### config.mk
export PLATFORM = sky130hd
export DESIGN_NAME = de_bad_trap_unit
export DESIGN_NICKNAME = d
export VERILOG_FILES = /design/src/rtl/de_bad_trap_unit.sv
export SDC_FILE = /design/constraint.sdc
export NUM_CORES = 1
export LEC_CHECK = 0
export ABC_AREA = 1
export CORE_ASPECT_RATIO = 1.2
export CORE_UTILIZATION = 50
export DETAILED_ROUTE_END_ITERATION = 8
export PLACE_DENSITY = 0.84
export RECOVER_POWER = 50
export SETUP_SLACK_MARGIN = 0.4
export SLEW_MARGIN = 20
export SYNTH_ARGS = -nofsm -noshare
export SYNTH_HDL_FRONTEND = slang
export SYNTH_SLANG_ARGS = --single-unit
### constraint.sdc
create_clock -name i_clk -period 2.6 [get_ports i_clk]
set_clock_uncertainty 0.15 [all_clocks]
set_input_delay 0.26 -clock i_clk [delete_from_list [all_inputs] [get_ports i_clk]]
set_output_delay 0.26 -clock i_clk [all_outputs]
set_load 0.02 [all_outputs]
### src/rtl/de_bad_trap_unit.sv
// Registered fetch->decode stage: classifies 16/32/64-bit instructions, flags illegal
// opcodes against programmable masks, raises a trap. Optional counter: BAD_COUNT_EN.

module de_bad_classify (
    input  logic [63:0] i_inst,
    input  logic [63:0] i_bad_mask,
    input  logic [63:0] i_long_mask,
    output logic        o_bad
);
    logic       w_is16;
    logic       w_is32;
    logic [5:0] w_op;

    always_comb begin
        w_is16 = ~i_inst[63];
        w_is32 = (i_inst[63:62] == 2'b10);
        w_op   = i_inst[61:56];
        o_bad  = (w_is16 & (i_inst[62:60] == 3'b111)) |
                 (~w_is16 & i_bad_mask[w_op]) |
                 (w_is32 & i_long_mask[w_op]);
    end
endmodule

module de_bad_trap_unit #(
    parameter int          PC_W      = 64,
    parameter int          CNT_W     = 16,
    parameter logic [63:0] BAD_MASK  = 64'h0000_080C_0FF0_080C,
    // FSTAR=0x12, LUI=0x0D, JALI=0x30, JI=0x31 are only legal in 64-bit form
    parameter logic [63:0] LONG_MASK = 64'h0003_0000_0004_2000
) (
    input  logic             i_clk,
    input  logic             i_rst,
    input  logic             i_inst_valid,
    output logic             o_inst_ready,
    input  logic [63:0]      i_inst_in,
    input  logic [PC_W-1:0]  i_pc_in,
    output logic             o_out_valid,
    input  logic             i_out_ready,
    output logic [63:0]      o_out_inst,
    output logic [PC_W-1:0]  o_out_pc,
    output logic             o_out_bad,
    output logic             o_trap_req,
    input  logic             i_trap_ack,
    output logic [PC_W-1:0]  o_trap_pc,
    output logic [63:0]      o_trap_inst,
    input  logic             i_flush,
    input  logic             i_cfg_we,
    input  logic             i_cfg_sel,
    input  logic [5:0]       i_cfg_idx,
    input  logic             i_cfg_val,
    output logic [CNT_W-1:0] o_bad_count
);
    typedef enum logic {ST_RUN, ST_TRAP} state_t;

    state_t            r_state;
    state_t            w_state_nxt;
    logic [63:0]       r_bad_mask;
    logic [63:0]       r_long_mask;
    logic              r_out_valid;
    logic [63:0]       r_out_inst;
    logic [PC_W-1:0]   r_out_pc;
    logic              r_out_bad;
    logic              r_trap_req;
    logic [PC_W-1:0]   r_trap_pc;
    logic [63:0]       r_trap_inst;
    logic              w_inst_ready;
    logic              w_accept;
    logic              w_bad;
    logic              w_take_trap;

    de_bad_classify u_classify (
        .i_inst      (i_inst_in),
        .i_bad_mask  (r_bad_mask),
        .i_long_mask (r_long_mask),
        .o_bad       (w_bad)
    );

    always_comb begin
        w_inst_ready = (r_state == ST_RUN) & (~r_out_valid | i_out_ready);
        w_accept     = i_inst_valid & w_inst_ready;
        // A flushed accept is dropped entirely: no forward, no trap, no count
        w_take_trap  = w_accept & w_bad & ~i_flush;
        w_state_nxt  = r_state;
        if (i_flush) begin
            w_state_nxt = ST_RUN;
        end else begin
            case (r_state)
                ST_RUN:  if (w_take_trap) w_state_nxt = ST_TRAP;
                ST_TRAP: if (i_trap_ack)  w_state_nxt = ST_RUN;
                default: w_state_nxt = ST_RUN;
            endcase
        end
    end

    always_ff @(posedge i_clk) begin
        if (i_rst) begin
            r_state     <= ST_RUN;
            r_bad_mask  <= BAD_MASK;
            r_long_mask <= LONG_MASK;
            r_out_valid <= 1'b0;
            r_out_inst  <= '0;
            r_out_pc    <= '0;
            r_out_bad   <= 1'b0;
            r_trap_req  <= 1'b0;
            r_trap_pc   <= '0;
            r_trap_inst <= '0;
        end else begin
            r_state <= w_state_nxt;

            if (i_cfg_we) begin
                if (i_cfg_sel) r_long_mask[i_cfg_idx] <= i_cfg_val;
                else           r_bad_mask[i_cfg_idx]  <= i_cfg_val;
            end

            if (i_flush) begin
                r_out_valid <= 1'b0;
            end else if (w_accept) begin
                r_out_valid <= 1'b1;
                r_out_inst  <= i_inst_in;
                r_out_pc    <= i_pc_in;
                r_out_bad   <= w_bad;
            end else if (i_out_ready) begin
                r_out_valid <= 1'b0;
            end

            if (i_flush) begin
                r_trap_req <= 1'b0;
            end else if (w_take_trap) begin
                r_trap_req  <= 1'b1;
                r_trap_pc   <= i_pc_in;
                r_trap_inst <= i_inst_in;
            end else if ((r_state == ST_TRAP) && i_trap_ack) begin
                r_trap_req <= 1'b0;
            end
        end
    end

`ifdef BAD_COUNT_EN
    logic [CNT_W-1:0] r_bad_count;

    always_ff @(posedge i_clk) begin
        if (i_rst) begin
            r_bad_count <= '0;
        end else if (w_take_trap && !(&r_bad_count)) begin
            r_bad_count <= r_bad_count + 1'b1;
        end
    end

    assign o_bad_count = r_bad_count;
`else
    assign o_bad_count = '0;
`endif

    assign o_inst_ready = w_inst_ready;
    assign o_out_valid  = r_out_valid;
    assign o_out_inst   = r_out_inst;
    assign o_out_pc     = r_out_pc;
    assign o_out_bad    = r_out_bad;
    assign o_trap_req   = r_trap_req;
    assign o_trap_pc    = r_trap_pc;
    assign o_trap_inst  = r_trap_inst;
endmodule

Word level (Yosys, flattened, before mapping):

Index checks and enable logic that the tools add are counted.

* add/sub/neg operators: 0
* div/mod/pow operators: 0
* bitwise gates (word level): 15
* order comparisons: 3
* shift-type cells: 0
* reduce and logical (&&, ||, !) cells: 9
* multiply operators: 0
* equal/unequal tests: 2
* multiplexer cells: 15

Operator list (number)
* 64-bit bitwise mux: 2
* 6-bit by 7-bit < comparator with 1-bit output (second input constant): 2
* 1-bit binary-select mux with 6-bit select: 2
* 1-bit two-way mux: 9
* 2-bit AND reduction: 4
* 1-bit bitwise AND: 7
* 1-bit demux with 6-bit select: 1
* 6-bit by 1-bit greater-or-equal comparator with 1-bit output (second input constant): 1
* 1-bit NOT: 5
* 2-bit nonzero test: 2
* 3-bit == test (second input constant): 1
* 1-bit bitwise OR: 3
* 2-bit == test (second input constant): 1
* 1-bit logical AND: 2
* 1-bit one-hot mux with 2 select lines: 1
* 2-bit OR reduction: 1

* memory bits (writable): 0
* register bits after elaboration: 388
* word-level logic and storage cells: 54
* output and inout port bits: 276
* latch bits: 0
* memories kept: 0
* bits in read-only memories: 0

Depth between registers and ports, before layout:

Gate-level depths: netlist of run 1.

* depth in word-level cells: 9
* depth in mapped cells: 17

Modules after synthesis:

Synthesis of run 1 repeated with hierarchy kept, for this count alone.

* cell total of the unflattened synthesis: 2569
* area, all modules: 17177.7 um^2

Modules (own cells, without submodules)
* de_bad_trap_unit: sequential area each 7767.4 um^2, cells each 2224, area each 15685.0 um^2, instances 1
* de_bad_classify: sequential area each 0.0 um^2, cells each 345, area each 1492.7 um^2, instances 1

Worst setup path after synthesis of run 1:

No wires, ideal clock.

* path type: reg2reg
* start point: register r_out_valid, in the netlist o_out_valid
* end point: register r_trap_pc[55], in the netlist o_trap_pc[55]
* period minus slack after synthesis: 2.282 ns
* buffers on the path: 3
* path slack: 0.318 ns
* stages on the path, launching flop included: 13
* arrival time: 2.017 ns
* library setup time: 0.115 ns
* cell sequence: dfxtp_1 -> inv_1 -> nor2_1 -> nor2_1 -> nand2_1 -> or2_1 -> clkbuf_1 -> a21oi_1 -> nand2_2 -> buf_4 -> buf_4 -> a21oi_1 -> nor2_1

* cells in the longest elaborated chain, start to end: 7

Ends and longest elaborated chain
* start, declared: line 59 `logic r_out_valid;`
* start signal, assigned: line 100 `r_out_valid <= 1'b0;`
* start signal, assigned: line 116 `r_out_valid <= 1'b0;`
* start signal, assigned: line 118 `r_out_valid <= 1'b1;`
* 1-bit NOT: line 79 `w_inst_ready = (r_state == ST_RUN) & (~r_out_valid | i_out_ready);`
* 1-bit bitwise OR: line 79
* 1-bit bitwise AND: line 79
* named net o_inst_ready: line 34 `output logic o_inst_ready,`
* 1-bit bitwise AND: line 80 `w_accept = i_inst_valid & w_inst_ready;`
* 1-bit bitwise AND (2 in series): line 82 `w_take_trap = w_accept & w_bad & ~i_flush;`
* 2-bit AND reduction (no line)
* end signal, assigned: line 130 `r_trap_pc <= i_pc_in;`
* end, declared: line 64 `logic [PC_W-1:0] r_trap_pc;`

The timed path passes the listed nets, and every way through them passes these cells.
A chain may end at the register's enable or synchronous reset.

Worst setup path in the final report of run 1:

* start point: input port i_cfg_idx[1]
* end point: register r_long_mask[30]

* cells in the longest elaborated chain, start to end: 5
* elaborated cells between the ends (all ways): 6

Ends and longest elaborated chain
* start, declared: line 49 `input logic [5:0] i_cfg_idx,`
* 6-bit by 7-bit < comparator with 1-bit output (not written as such) / 6-bit by 1-bit greater-or-equal comparator with 1-bit output (equally long branches): line 111 `if (i_cfg_sel) r_long_mask[i_cfg_idx] <= i_cfg_val;`
* 1-bit logical AND (not written as such): line 111
* 1-bit two-way mux (not written as such): line 111
* 1-bit demux with 6-bit select *: line 111
* 64-bit bitwise mux *: line 111
* end signal, assigned by index: line 111
* end, declared: line 58 `logic [63:0] r_long_mask;`

Every way passes the cells marked *; elsewhere a longest branch is shown, timed or not.

==> out/metrics.yaml, run 1 <==
run_status:
  status: "finished, violations left"
  violations: "capacitance limit, slew limit"
clock_tree:
  cts_root_buffer: "clkbuf_16"
  cts.sinks: 388
  path_clk_slew_ns: 0.06
  clk_latency_ns: 0.54
  cts_buffer_depth: 3
  htreeDepth: 2
  tritoncts: "built"
  numCtsBuffers: 38
yosys:
  synth.top_cells.by_area: "dfxtp_1 45%, nand3_1 11%, a21oi_1 11%, nand2_1 9.8%, inv_1 6.7%"
  synth_top_cell_by_area: "dfxtp_1"
  ys_ff_latch: 388
  syn_inst: 2500
  synth.avg_cell_area_um2: 6.88
  synth_top_area_share_pct: 45.1
  syn_area_um2: 17200
  ys_seq_area_share_pct: 45.1
  ys_types: 25
  ys_warn_count: 0
power_and_ir_drop:
  vdd_drop_max_uv: 472
  p_seq_share_pct: 44.2
  switching_power_w: 0.00398
  p_int_w: 0.0105
  p_clk_share_pct: 38.9
  power_leakage_nw: 9.68
  p_total_w: 0.0145
  comb_power_share_pct: 16.8
  p_sw_share_pct: 27.5
  p_per_area_nw_per_um2: 627
detailed_routing:
  wirelength_um: 58600
  drt-initial-drc-count: 2385
  routedWlPerCell_um: 17.7
  ant_nets: 0
  drc_errors: 0
  viasPerCell: 5.50
  drt-pass1-iter-count: 9
  num_vias: 18236
floorplanning:
  num_rows: 74
  die_x_um: 171
  chipHeight_um: 205
  dieArea_um2: 35200
  core-area_um2: 34000
  ios: 419
  start_util_pct: 50.6
layout:
  fin_area_um2: 23100
  area.growth.synth_to_final_pct: 34.2
  final_cells: 3314
  drive_gt1_share_pct: 5.75
  fin_nets: 2968
  post-route-util_pct: 67.9
worst_hold_path:
  hold_depth: 3
  worstHoldStart: "i_cfg_val"
  min_path_type: "in -> reg"
timing:
  drv_slew: 88
  worst_slew_pin_slew_ns: 1.97
  timing.final.ws_setup_ns: 0.321
  fmax_ghz: 0.439
  timing.final.crit_period_ns: 2.28
  rsz0062_at_grt: "true"
  slew_headroom_pct: -31.3
  hold_violations: 0
  setup_viol: 0
  min_period_over_period_pct: 87.6
worst_setup_path:
  crit_arrival_ns: 2.55
  r2r-start: "o_out_valid$_SDFFE_PP0P_"
  reg2reg_depth: 12
  critPathRequiredTime_ns: 2.88
  path_class: "in -> reg"
  crit_fanout: 12
  startpoint: "i_cfg_idx[1]"
  end_kind: "flip-flop"
  critPathLaunchType: "input pin"
global_routing:
  antenna_found_initial: 7
  grt_overflow: 0
  grt_pass1_wl_um: 88400
  grt_use_total_pct: 32.0
  grt_max_degree: 101
  first_global_vias: 16537
placement:
  dp_hpwl_um: 40500
  dpl.cell_count: 3237
  dp_slack_ns: -0.199
  place_area_um2: 21700
  io_buffers: 402
  gp_congestion: 0.924
job:
  timing.max_cap.violations: 1
worst max-delay path: stages:
cell and delay [ns]:
dlygate4sd3_1 0.62, inv_1 0.14, nor3_1 0.43, clkbuf_1 0.60, nand3_1 0.21, o21ai_0 0.23
a21oi_1 0.07
flip-flops by register name (all words and copies together) (netlist names):
register and flops:
o_trap_req 1, r_state 1, r_bad_mask 64, o_trap_pc 64
r_long_mask 64, o_out_bad 1, o_out_valid 1, o_out_pc 64
o_out_inst 64, o_trap_inst 64
kinds of logic (layout without fill, tap and decap cells):
group | count (synthesis) | after routing | share of synthesized area [%]
buf+inv | 522 | 859 | 13.0
flops | 388 | 388 | 45.1
simple gates | 1042 | 1042 | 25.9
compound gates | 547 | 547 | 16.0
other cells | 1 | 22 | 0.0218
final cells by class:
cell class / instances / area (µm²)
Timing Repair Buffer: 477 / 4920
Tap cell: 456 / 571
Multi-Input combinational cell: 1605 / 7360
Antenna cell: 6 / 15.0
Fill cell: 2694 / 10900
Clock inverter: 11 / 105
Inverter: 315 / 1190
Clock buffer: 56 / 1160
Sequential cell: 388 / 7770
layout by cell type, fill, tap and decap left out, drive strengths merged:
| cell type | count |
|---|---|
| or2 | 1 |
| clkbuf | 63 |
| nand4 | 5 |
| nor3 | 13 |
| a21oi | 376 |
| diode | 6 |
| buf | 71 |
| conb | 16 |
| clkinv | 12 |
| nor2 | 190 |
| o31ai | 5 |
| nand3 | 379 |
| o21bai | 1 |
| nand2 | 453 |
| dfxtp | 388 |
| o21ai | 165 |
| and2 | 1 |
| dlymetal6s2s | 2 |
| dlygate4sd3 | 191 |
| inv | 312 |
| clkdlybuf4s50 | 206 |
| bufinv | 2 |
synthesized netlist by cell type:
master,n
a21oi_1,376
buf_4,28
nand3_1,378
inv_1,309
buf_6,13
inv_2,4
or2_1,1
o31ai_1,5
o21ai_1,5
buf_2,55
clkbuf_1,100
and2_1,1
nand2_1,451
nor3_2,4
nand3_2,1
nand4_1,5
conb_1,1
nor3_1,9
clkinv_1,2
nor2_1,190
o21bai_1,1
o21ai_0,160
dfxtp_1,388
nand2_2,2
buf_1,11
routing by layer:
| layer | vias to the layer above | global-route usage (%) | share of wire (%) |
|---|---|---|---|
| met5 | - | 0.145 | 0.022 |
| met3 | 274 | 8.29 | 9.9 |
| met4 | 2 | 23.7 | 7.9 |
| met1 | 8292 | 36.1 | 36 |
| li1 | 8671 | - | - |
| met2 | 997 | 51.8 | 46 |
path summary, 6_finish.rpt:
check | end | slack [ns]
max | r_long_mask[30]$_SDFFE_PP0P_ | 0.32
min | r_bad_mask[47]$_SDFFE_PP0P_ | 0.06
max reg2reg | o_trap_inst[51]$_SDFFE_PP0P_ | 0.51
min reg2reg | o_out_inst[45]$_SDFFE_PP0P_ | 0.29
what timing repair did:
action,4_1_cts,5_1_grt
setup buffers,4,0
resized for setup,6,21
hold buffers,0,0
pin swaps,1,0
setup endpoints to repair,69,137
endpoints found under the hold margin,0,0
stage by stage:
stage / hold slack, ns / setup TNS, ns
2_1_floorplan: 0.242 / 0
3_3_place_gp: 0.280 / -15.25
3_5_place_dp: 0.284 / -19.55
4_1_cts: 0.0157 / 0
5_1_grt: 0.0693 / 0
6_report: 0.0551 / 0
power by group through the flow:
stage / combinational [W] / sequential [W] / clock, W
3_5_place_dp: 0.00246 / 0.00653 / 0
4_1_cts: 0.00249 / 0.00641 / 0.00567
2_1_floorplan: 0.000942 / 0.00685 / 0
5_1_grt: 0.00262 / 0.00642 / 0.00592
6_report: 0.00244 / 0.00640 / 0.00564
3_3_place_gp: 0.00241 / 0.00652 / 0
No activity file was read; power rests on OpenSTA's default activity.
==> run 2: changes to the inputs <==
--- a/config.mk
+++ b/config.mk
@@ -9,7 +9,7 @@
 export CORE_ASPECT_RATIO = 1.2
 export CORE_UTILIZATION = 50
 export DETAILED_ROUTE_END_ITERATION = 8
-export PLACE_DENSITY = 0.84
+export PLACE_DENSITY_LB_ADDON = 0.3
 export RECOVER_POWER = 50
 export SETUP_SLACK_MARGIN = 0.4
 export SLEW_MARGIN = 20
==> run 2 against run 1 <==
Effect of this change:
- the flow now finishes without violations
- wire length increased by 0.28%
- worst hold slack improved by 0.036 ns
- utilization increased by 1.4 points
- maximum frequency increased by 0.27%
- total power decreased by 0.48%
- via count decreased by 0.65%
- final area increased by 2.0%
- clock power decreased by 2%
- die area unchanged
- combinational power increased by 4%
- critical endpoint is now o_trap_pc[16]$_SDFFE_PP0P_
==> out/metrics.yaml, run 2 (synthesized netlist as in run 1, its figures left out) <==
layout:
  area.growth.synth_to_final_pct: 36.9
  drive_gt1_share_pct: 7.34  # +1.6 points
  ff_latch_area_um2: 7770  # unchanged
  multi_input_area_um2: 7550  # +2.7%
  fin_nets: 2994  # +0.88%
  layout_common_cells: "448 x nand2_1, 388 x dfxtp_1, 373 x nand3_1"
  fill_cells: 2717  # +0.85%
  post-route-util_pct: 69.3  # +1.4 points
  layout_commonest_cell: "nand2_1"
clock_tree:
  clk_latency_ns: 0.55  # about the same
  htreeDepth: 2  # unchanged
  path_clk_slew_ns: 0.06  # about the same
  cts_root_buffer: "clkbuf_16"
  cts.sinks: 388  # unchanged
  tritoncts: "built"
  numCtsBuffers: 39  # +2.6%
  cts_buffer_depth: 3  # unchanged
worst_setup_path:
  critPathLaunchType: "flip-flop"
  crit_fanout: 5  # -7
  crit_arrival_ns: 2.55  # about the same
  critPathBufInv: 4  # +1
  critPathRequiredTime_ns: 2.88  # about the same
  cp_top_family: "simple AND/OR/NAND/NOR gates"
  slowest_stage: "dfxtp_1"
  path_class: "reg -> reg"
  critPathMaxStageDelay_ns: 0.31  # -0.31 ns
  end_kind: "flip-flop"
  crit_chain: "inv_1 -> nor2_2 -> nor2_1 -> nand2_2 -> or2_4 -> nor3_4 -> buf_6 -> nand2_8 -> buf_6 -> clkbuf_16 -> a21oi_2 -> nor2_1"
detailed_routing:
  drt-pass1-iter-count: 6  # -3
  wirelength_um: 58800  # +0.28%
  routedWlPerCell_um: 17.6  # -0.41%
  viasPerCell: 5.43  # -1.3%
  ant_nets: 0  # unchanged
  drt-initial-drc-count: 1510  # -37%
  drc_errors: 0  # unchanged
  num_vias: 18118  # -0.65%
run_status:
  status: "completed"
timing:
  rsz0062_at_grt: "true"
  timing.final.crit_period_ns: 2.27  # -0.00604 ns
  timing.final.ws_setup_ns: 0.327  # +0.00604 ns
  timing.setup.tns_ns: 0  # unchanged
  slew_headroom_pct: 40.8  # +72 points
  timing.hold.ws_ns: 0.0911  # +0.0360 ns
  drv_slew: 0  # -100%
  hold_violations: 0  # unchanged
  fmax_ghz: 0.440  # +0.27%
  setup_viol: 0  # unchanged
  worst_slew_pin_slew_ns: 0.888  # -1.08 ns
  min_period_over_period_pct: 87.4  # -0.23 points
global_routing:
  antenna_found_initial: 5  # -2
  first_global_vias: 16299  # -1.4%
  grt_use_total_pct: 31.6  # -0.37 points
  grt_overflow: 0  # unchanged
  grt_pass1_wl_um: 87300  # -1.2%
  grt_max_degree: 116  # +15%
floorplanning:
  start_util_pct: 50.6  # unchanged
  core-area_um2: 34000  # unchanged
  ios: 419  # unchanged
  chipHeight_um: 205  # unchanged
  dieArea_um2: 35200  # unchanged
  die_x_um: 171  # unchanged
  num_rows: 74  # unchanged
power_and_ir_drop:
  p_total_w: 0.0144  # -0.48%
  vdd_drop_max_uv: 433  # -8.3%
  power_leakage_nw: 9.78  # +1.0%
  p_per_area_nw_per_um2: 612  # -2.5%
job:
  timing.max_cap.violations: 0  # -1
placement:
  dp_hpwl_um: 39900  # -1.3%
  dp_slack_ns: -0.196  # +0.00303 ns
  gp_congestion: 0.925  # about the same
  io_buffers: 402  # unchanged
worst_hold_path:
  min_path_type: "in -> reg"
==> run 2: cell count changes in the layout (fill, tap and decap cells not counted), sizes merged, moves of 2 or more <==
| cell | change |
|---|---|
| buf | +16 |
| nand2 | +4 |
| clkdlybuf4s50 | +26 |
| bufinv | -2 |
| clkbuf | +8 |
| dlygate4sd3 | -25 |
| clkinv | -5 |
| inv | +2 |
==> run 2: path summary, 6_finish.rpt <==
kind	end	slack, ns	startpoint	cells past startpoint
worst min register to register	o_out_pc[63]$_SDFFE_PP0P_	0.29	o_out_pc[63]$_SDFFE_PP0P_	2
worst min-delay path	o_trap_pc[32]$_SDFFE_PP0P_	0.09	i_rst	4
worst max register to register	o_trap_pc[16]$_SDFFE_PP0P_	0.33	o_out_valid$_SDFFE_PP0P_	12
worst max-delay path	o_trap_pc[16]$_SDFFE_PP0P_	0.33	o_out_valid$_SDFFE_PP0P_	12
==> run 2: what timing repair did <==
item | in CTS | in global routing
pin swaps | 4 | 14
buffers inserted | 4 | 4
endpoints found under the setup margin | 124 | 128
gates cloned | 4 | 7
hold endpoints to repair | 14 | 0
hold buffers | 1 | 0
gates resized for setup | 11 | 58
==> run 2: area by class of cell <==
class,count,area share [%]
inverter,315,5.05
tap,456,2.42
sequential,388,33.0
antenna,5,0.0531
clock buffer,60,5.08
multi-input combinational,1609,32.1
clock inverter,6,0.191
timing repair buffer,498,22.2
==> run 2: per-layer routing <==
layer | wire length (µm) | global-route usage, %
met4 | 3920 | 19.9
met1 | 21900 | 36.3
met2 | 28000 | 52.9
met5 | 0 | 0
met3 | 4990 | 7.04
==> run 2: tightest hold or removal path: cells and delay by family <==
kind	cells	cell delay [ns]
and+or+nand+nor	2	0.16
buffers and inverters	2	0.29
==> run 2: where the power goes <==
part	internal, W	switching [W]	leakage (nW)
Combinational	0.00102	0.00151	6.00
Clock	0.00316	0.00234	0.616
Sequential	0.00624	0.000146	3.17
Total	0.0104	0.00399	9.78
==> run 2: through the flow <==
step,cells,instance area [µm²]
6_report,3337,23600
5_1_grt,3337,23600
4_1_cts,3321,23200
3_5_place_dp,3246,21800
3_3_place_gp,3246,21800
2_1_floorplan,2515,17300
==> patch: new RTL, flow settings as in run 1 <==
Build with the macro `BAD_COUNT_EN` defined.
--- a/src/rtl/de_bad_trap_unit.sv
+++ b/src/rtl/de_bad_trap_unit.sv
@@ -1,4 +1,6 @@
 // Registered fetch->decode stage: classifies 16/32/64-bit instructions, flags illegal
 // opcodes against programmable masks, raises a trap. Optional counter: BAD_COUNT_EN.
+
+`define BAD_COUNT_EN
 
 module de_bad_classify (
Check against the original RTL: not equivalent (a bounded check fails within 4 cycles, from zero or initial values and one cycle with i_rst high).
==> patch against run 1 <==
Routed wire length grew 7.5%; setup slack gained 20 ps; global-route usage grew 2.8 points; hold slack gained 65 ps; cell count shrank 4.4%; via count shrank 0.71%; total power grew 7.9%; sequential cell count grew 16; synthesized area shrank 3.1%; first-iteration DRC count shrank 5.0%; final area is essentially flat; highest routed layer unchanged.
==> patch: results (changes against run 1) <==
metric	value	unit	change
outcome	finished clean		
Max stage delay cell, worst path	clkbuf_2		
# nets final	2832		-4.6%
antenna violations before repair	8		+1
most numerous cell in the Yosys netlist	dfxtp_1		
Num CTS Buffers	42		+11%
Hold EP	o_trap_inst[57]		
Worst Path Arrival	2510	ps	-40 ps
DP Area	0.0213	sq mm	-1.7%
vias in the first global route	16900		+1.9%
hold path startpoint	i_inst_in[57]		
Reg-to-Reg Start	o_out_valid		
initial DRC count	2266		-5.0%
library cells used by synthesis	26		+4.0%
Slew headroom	37.5	%	+69 points
DR vias	18100		-0.71%
Hold Path Cell Cnt	4		+1
largest cells by area after synthesis	dfxtp_1 (49%), o21ai_0 (8.6%), nand3_1 (8.1%), a21oi_1 (8.0%), nand2_1 (7.9%)		
Port Buffer Count	418		+4.0%
fill cell count	2453		-8.9%
Max stage delay on crit path	710	ps	+90 ps
part of the Yosys area used for sequential elements	48.5	%	+3.4 points
Critical R2R Capture	o_bad_count[5]		
Final Non-Filler Cells	3167		-4.4%
compound-gate portion of the synthesized area	17.1	%	+1.1 points
R2R cell count	11		-1
DP Cell Count	3079		-4.9%
LEAKAGE	9.15	nW	-5.5%
largest net degree at the start of global routing	133		+32%
crit-path max FO	56		+44
first-pass GRT wire length	93500	um	+5.9%
flop-to-flop setup slack	460	ps	-50 ps
Detail Placement HPWL	41500	um	+2.6%
gpl congestion	0.943		+2.0%
Setup Fix Bufs, Post-CTS	0		-4
Post-Synth XOR/XNOR Area	0.683	%	+0.68 points
1st-pass router iterations	8		-1
ratio of cells with drive above 1 in the final layout	6.06	%	+0.31 points
Post-Synth Adder-Cell Area	0.0751	%	+0.075 points
Clock Latency Late Sink	570	ps	+30 ps
==> patch: changes by cell type after synthesis, sizes merged, moves of 7 or more <==
| cell | before | now |
|---|---|---|
| a21oi | 376 | 268 |
| buf | 107 | 58 |
| clkbuf | 100 | 112 |
| dfxtp | 388 | 404 |
| inv | 313 | 193 |
| nand2 | 453 | 354 |
| nand3 | 379 | 271 |
| nor2 | 190 | 325 |
| o21ai | 165 | 293 |
| xor2 | 0 | 7 |
==> patch: per-stage QoR <==
step	hold slack [ps]	setup WS (ps)	power, W	util, %
2_1_floorplan	245	409	0.00784	-
3_3_place_gp	280	-247	0.00900	65.6
3_5_place_dp	285	-291	0.00905	65.6
4_1_cts	112	348	0.0156	70.4
5_1_grt	123	269	0.0160	71.0
6_report	121	342	0.0156	71.0
==> patch: cells by family after synthesis <==
kind of cell / count (synthesis)
AOI/OAI and AO/OA: 567
xor gates and xnor gates: 13
adders and majority gates: 1
buffers and inverters: 365
DFF: 404
and+or+nand+nor: 976
==> patch: worst max path at each step <==
stage / startpoint / to / slack (ps) / cells after the start
detailed placement: i_inst_in[57] / o_out_bad / -290 / 18
global route: i_rst / r_long_mask[16] / 270 / 5
global placement: i_inst_in[57] / o_out_bad / -250 / 18
CTS: i_inst_in[57] / o_out_bad / 350 / 18
floorplan: o_out_valid / o_trap_inst[58] / 410 / 14
finish: i_rst / r_long_mask[16] / 340 / 5
==> patch: routing by layer <==
metal,vias to the layer above,wire length [um],global-route usage (%)
met5,-,67,0
met4,10,4370,21.4
met3,249,6940,10.1
met2,1083,29200,56.7
met1,8438,22400,40.0
li1,8327,-,-
==> patch: where the power goes <==
part / switching (W) / internal [W] / total (W) / leakage, nW
Clock: 0.00261 / 0.00402 / 0.00663 / 0.754
Sequential: 0.000168 / 0.00648 / 0.00665 / 3.30
Combinational: 0.00142 / 0.000924 / 0.00235 / 5.10
Total: 0.00421 / 0.0114 / 0.0156 / 9.15
==> patch: what timing repair did <==
item                                   CTS  global route
gates resized for setup                  4            58
cloned                                   1             7
pin swaps                                0             1
hold buffers                             1             0
setup endpoints to repair               81           193
endpoints found under the hold margin    2             0
==> patch: area by class of cell <==
| type | count | area [sq um] | share of cell area [%] |
|---|---|---|---|
| Sequential cell | 404 | 8090 | 35.0 |
| Antenna cell | 2 | 5.00 | 0.0217 |
| Clock inverter | 14 | 243 | 1.05 |
| Timing Repair inverter | 1 | 8.76 | 0.0379 |
| Clock buffer | 63 | 1280 | 5.55 |
| Timing Repair Buffer | 487 | 5060 | 21.9 |
| Multi-Input combinational cell | 1557 | 7110 | 30.8 |
| Inverter | 195 | 749 | 3.24 |
| Tap cell | 444 | 556 | 2.41 |
==> patch: worst max-delay path, delay by kind of cell <==
kind / cells / cell delay [ps]
compound gates: 1 / 120
buf+inv: 4 / 2080
